File: src/rtl/control_filtro_pa5000.sv
// Six-step sequencer for the 5 kHz high-pass biquad MAC datapath (Moore FSM, registered outputs).
// Optional sticky overrun flag: define CTRLPA5K_OVERRUN_EN.
module control_filtro_pa5000 (
   input  logic       clk,
   input  logic       reset,
   input  logic       start,
   output logic       en1,
   output logic       en2,
   output logic       en3,
   output logic       en4,
   output logic       en5,
   output logic       en6,
   output logic       en7,
   output logic [2:0] selmuxS,
   output logic [2:0] selmuxZ,
   output logic [1:0] selmuxC,
   output logic       busy,
   output logic       done,
   output logic       overrun
);

   typedef enum logic [2:0] {
      IDLE = 3'd0,
      S1   = 3'd1,
      S2   = 3'd2,
      S3   = 3'd3,
      S4   = 3'd4,
      S5   = 3'd5,
      S6   = 3'd6
   } state_t;

   state_t     state_q, state_d;
   logic [7:1] en_q, en_d;
   logic [2:0] sel_s_q, sel_s_d;
   logic [2:0] sel_z_q, sel_z_d;
   logic [1:0] sel_c_q, sel_c_d;
   logic       busy_q, busy_d;
   logic       done_q, done_d;

   always_comb begin
      state_d = state_q;
      unique case (state_q)
         IDLE:    if (start) state_d = S1;
         S1:      state_d = S2;
         S2:      state_d = S3;
         S3:      state_d = S4;
         S4:      state_d = S5;
         S5:      state_d = S6;
         S6:      state_d = start ? S1 : IDLE;
         default: state_d = IDLE;
      endcase
   end

   // Outputs are decoded from the next state so the registered copies track state_q exactly.
   always_comb begin
      en_d    = 7'b0;
      sel_s_d = 3'b000;
      sel_z_d = 3'b000;
      sel_c_d = 2'b00;
      busy_d  = 1'b1;
      done_d  = 1'b0;
      unique case (state_d)
         S1: begin en_d[5] = 1'b1; sel_s_d = 3'b001; sel_c_d = 2'b00; sel_z_d = 3'b001; end
         S2: begin en_d[2] = 1'b1; sel_s_d = 3'b010; sel_c_d = 2'b01; sel_z_d = 3'b010; end
         S3: begin en_d[6] = 1'b1; sel_s_d = 3'b000; sel_c_d = 2'b10; sel_z_d = 3'b000; end
         S4: begin en_d[7] = 1'b1; sel_s_d = 3'b011; sel_c_d = 2'b11; sel_z_d = 3'b001; end
         S5: begin en_d[1] = 1'b1; sel_s_d = 3'b100; sel_c_d = 2'b10; sel_z_d = 3'b010; end
         S6: begin en_d[3] = 1'b1; en_d[4] = 1'b1; done_d = 1'b1; end
         default: busy_d = 1'b0;
      endcase
   end

   always_ff @(posedge clk or negedge reset) begin
      if (!reset) begin
         state_q <= IDLE;
         en_q    <= 7'b0;
         sel_s_q <= 3'b000;
         sel_z_q <= 3'b000;
         sel_c_q <= 2'b00;
         busy_q  <= 1'b0;
         done_q  <= 1'b0;
      end else begin
         state_q <= state_d;
         en_q    <= en_d;
         sel_s_q <= sel_s_d;
         sel_z_q <= sel_z_d;
         sel_c_q <= sel_c_d;
         busy_q  <= busy_d;
         done_q  <= done_d;
      end
   end

`ifdef CTRLPA5K_OVERRUN_EN
   logic overrun_q, overrun_d;

   // busy without done identifies S1..S5, where a new strobe would be lost.
   always_comb overrun_d = overrun_q | (start & busy_q & ~done_q);

   always_ff @(posedge clk or negedge reset) begin
      if (!reset) overrun_q <= 1'b0;
      else        overrun_q <= overrun_d;
   end

   assign overrun = overrun_q;
`else
   assign overrun = 1'b0;
`endif

   assign {en7, en6, en5, en4, en3, en2, en1} = en_q;
   assign selmuxS = sel_s_q;
   assign selmuxZ = sel_z_q;
   assign selmuxC = sel_c_q;
   assign busy    = busy_q;
   assign done    = done_q;

endmodule

File: config.mk
export PLATFORM = sky130hd
export DESIGN_NAME = control_filtro_pa5000
export DESIGN_NICKNAME = d
export VERILOG_FILES = /design/src/rtl/control_filtro_pa5000.sv
export SDC_FILE = /design/constraint.sdc
export NUM_CORES = 1
export LEC_CHECK = 0
export ABC_AREA = 1
export CAP_MARGIN = 10
export CORE_MARGIN = 3
export CORE_UTILIZATION = 40
export CTS_CLUSTER_SIZE = 40
export DETAILED_ROUTE_END_ITERATION = 12
export GPL_ROUTABILITY_DRIVEN = 0
export GPL_TIMING_DRIVEN = 0
export PLACE_DENSITY = 0.79
export SLEW_MARGIN = 20
export SYNTH_ARGS = -nofsm -noshare
export SYNTH_HDL_FRONTEND = slang
export SYNTH_SLANG_ARGS = --single-unit
File: constraint.sdc
create_clock -name clk -period 0.9 [get_ports clk]
set_input_delay 0.09 -clock clk [delete_from_list [all_inputs] [get_ports clk]]
set_output_delay 0.09 -clock clk [all_outputs]
set_load 0.005 [all_outputs]
# Word-level counts from Yosys, hierarchy flattened
# Index checks and enable logic that the tools add are counted.
# totals
input_bits	3
elab_cells	38
register_bits	20
out_inout_bits	18
# classes
n_reduce_logical	5
n_eq_ne	12
n_mux	14
# ops
operator	n
3-bit one-hot mux with 7 select lines	1
3-bit == test (second input constant)	6
3-bit by 2-bit == test with 1-bit output (second input constant)	4
3-bit one-hot mux with 4 select lines	1
1-bit two-way mux	8
3-bit by 1-bit == test with 1-bit output (second input constant)	2
2-bit one-hot mux with 3 select lines	1
2-bit OR reduction	3
6-bit OR reduction	1
2-bit one-hot mux with 2 select lines	1
3-bit zero test	1
3-bit two-way mux	1
2-bit two-way mux	1

# Longest topological paths before layout
# depth
depth_word	5
mapped_depth	5

# Worst setup path before layout
# No wires, ideal clock.
# synth_timing
kind	register to register
startpoint	reg state_q[2]
endpoint	reg sel_s_q[0], in the netlist selmuxS[0]
synth_period_minus_slack_ns	0.817
n_path_buf	0
setup_time_ns	0.066
t_arrival_ns	0.751
path_slack_ns	0.083
path_stages_with_launch	6
path_cell_list	dfrtp_1 > inv_1 > nand2_1 > inv_1 > nand2_2 > nand2_1
# synth_via
elab_chain_len	4
word_cells_on_any_way	14
classes_between	eq/ne (10); mux (3); reduce/logical (1)
# synth_rtl
item	line_no	text
start, declared	32	state_t state_q, state_d;
start signal, assigned	83	state_q <= state_d;
3-bit == test, or another cell as far along	42	unique case (state_q)
3-bit one-hot mux with 7 select lines *	42	
3-bit == test, or another cell as far along	62	unique case (state_d)
3-bit one-hot mux with 4 select lines *	62	
via sel_s_d[0]	34	logic [2:0] sel_s_q, sel_s_d;
end signal, assigned	85	sel_s_q <= sel_s_d;
end, declared	34	
# Mark *: on every way through the listed nets, which the timed path passes. The rest lies on a longest branch.

# Worst setup path in the final report
# layout_timing
startpoint	reg en_q[4] in the netlist's numbering
endpoint	out en4
# layout_rtl
item	line_no	text
start, declared	33	logic [7:1] en_q, en_d;
start signal, assigned	84	en_q <= en_d;
end, declared	10	output logic en4,
# No word-level cell between the ends.

==> results.ini <==
[outcome]
status=complete, but fails checks
violations=setup timing

[timing]
fin_skew_ns=0.002366
relSlewSlack_pct=51.66
setup_violations=8
drv_slew=0
finalHoldViolations=0
max_freq_ghz=0.9970
timing.final.crit_share_pct=111.4
setup_ws_ns=-0.1030
period_minus_slack_ns=1.003
tightest_slew_ns=0.7229
fin_setup_tns_ns=-0.2946
rsz0062_at_grt=yes

[grt]
track_usage_pct=11.81
grt_pass1_vias=386
grt_start_max_net_pins=18
grt_pass1_wl_um=1600
antenna_found_initial=0
overflow=0

[setup_path]
start_kind=flop
arrival_ns=0.91
critical_path_buf_inv_count=2
path_cells=buf_4 -> buf_6
crit_type=reg -> out
cpPeakStageDelay_ns=0.40
slowest_stage=dfrtp_1
crit_fanout=3
cp-end-kind=output pin
required_ns=0.81
path_delay_family=flip-flops

[power_and_ir_drop]
vdd_ir_drop_max_mv=1.912
power_switching_mw=1.133
switching_share_pct=38.78
intPower_mw=1.789
seq_power_share_pct=43.9
p_leak_nw=0.5147
p_per_area_nw_per_um2=3375
p_clk_share_pct=13.4
finalPower_mw=2.922
combPwrFrac_pct=42.7

[cells_and_area]
final_cells=96
antennaDiodeCount=0
fill_cells=115
fin_nets=85
layout-drive-gt1-share_pct=64.20
syn_to_final_growth_pct=44.77
utilization_pct=64.13

[logic_synthesis]
synth.ff_latch_count=17
synthAdderAreaFrac_pct=0
synth_xor_area_share_pct=0
yosys.area.top_type=dfrtp_1
synthesis.area_um2=598.1
ys_warn_count=0
ys_seq_area_share_pct=71.13
yosys.area_share.simple_pct=16.32
synth_cell_types=8
synth_top_family_by_area=simple AND/OR/NAND/NOR gates
synth_compound_area_share_pct=0
synth_area_leaders=dfrtp_1, nand2_1, inv_1
synthCells=57
synth_top_area_share_pct=71.13
synth_mux_area_share_pct=0
syn_area_per_cell_um2=10.49

[clock_network]
cts_num_sinks=17
cts_hold_buf=0
clock_latency_ns=0.28
path_clk_slew_ns=0.10
root_buffer=clkbuf_4
htreeDepth=1
cts_tree=done
clockBufferDepth=2
cts_buffers=3

[detailed_routing]
vias_per_cell=4.375
wire_per_inst_um=10.63
wirelength_um=1020
route.vias.total=420
drt_pass1_iterations=4
drc=0
ant_nets=0
drtIter0Drc=3

[die]
die_h_um=44.67
ioPinCount=21
rows=13
die_area_um2=1995
die_x_um=44.67
core_area_um2=1350
initial_core_util_pct=44.30

[place]
port_buffers=18
placed_cells=91
hpwl_um=706.4

[min_path]
min_path_type=in -> async

[run]
cap_violations=0

power groups by stage:
| stage | Clock (mW) | Sequential [mW] | Combinational, mW |
|---|---|---|---|
| 6_report | 0.391 | 1.28 | 1.25 |
| 4_1_cts | 0.405 | 1.21 | 0.913 |
| 5_1_grt | 0.444 | 1.32 | 1.40 |
| 3_3_place_gp | 0 | 1.21 | 1.08 |
| 2_1_floorplan | 0 | 1.25 | 0.435 |
| 3_5_place_dp | 0 | 1.23 | 1.12 |
logic make-up after synthesis:
| logic type | Yosys count |
|---|---|
| buffers and inverters | 15 |
| flip-flops | 17 |
| other | 1 |
| AND/OR/NAND/NOR | 24 |
repair_timing:
action,4_1_cts,5_1_grt
buffers inserted,0,1
pin swaps,0,7
endpoints found under the setup margin,26,23
gates resized for setup,70,31
cloned,0,0
flip-flops by register name (all words and copies together) (netlist names):
signal and flops:
selmuxC 2, selmuxS 3, en_q 6, busy 1, selmuxZ 2, state_q 3
cells in the final DEF, fill, tap and decap left out:
master,instances
nand3_4,1
buf_2,14
nand2_1,4
inv_1,3
inv_6,1
dfrtp_1,16
nand2_8,1
dfrtp_2,1
clkinv_2,1
inv_2,7
nand2_4,3
clkdlybuf4s50_1,2
clkbuf_4,3
buf_4,5
nor2_4,2
nand2_2,10
conb_1,2
nor2_1,2
nand3_2,1
buf_6,2
metrics by stage:
step	hold slack [ns]	setup WS (ns)	instance area [µm²]
after global routing	0.2833	-0.1694	865.8
after detailed placement	0.5369	-0.1508	800.8
final	0.2318	-0.1030	865.8
after floorplan	-0.2056	0.08313	601.8
after global placement	0.5299	-0.1156	800.8
after CTS	0.2500	-0.1183	765.7
cells in the mapped netlist:
| cell | n |
|---|---|
| buf_4 | 4 |
| conb_1 | 1 |
| dfrtp_1 | 17 |
| inv_1 | 11 |
| nand2_1 | 16 |
| nand2_2 | 2 |
| nand3_1 | 2 |
| nor2_1 | 4 |
worst paths after layout:
| kind | start | slack, ns | cells past startpoint | to |
|---|---|---|---|---|
| max | en_q[4] | -0.10 | 2 | en4 |
| max in group asynchronous | reset | 0.17 | 1 | state_q[0] |
| min reg2reg | state_q[2] | 0.61 | 2 | state_q[2] |
| max reg2reg | state_q[1] | -0.03 | 5 | selmuxC[1] |
| min in group clk | start | 0.52 | 5 | en_q[5] |
| min | reset | 0.23 | 1 | selmuxC[0] |
final cells by class:
type | count | area [µm²] | area share [%]
Inverter | 11 | 46.29 | 5.347
Tap cell | 15 | 18.77 | 2.168
Sequential cell | 17 | 426.7 | 49.28
Timing Repair Buffer | 19 | 120.1 | 13.87
Multi-Input combinational cell | 26 | 196.4 | 22.69
Clock inverter | 1 | 5.005 | 0.5780
Clock buffer | 3 | 22.52 | 2.601
Buffer | 4 | 30.03 | 3.468
layer usage:
layer	GRT usage, %	up-vias	share of wire, %
met1	13.65	198	36
met5	0	-	0
li1	-	206	-
met4	7.229	0	0
met2	18.05	16	54
met3	4.878	0	9.9
No activity file was read; power rests on OpenSTA's default activity.
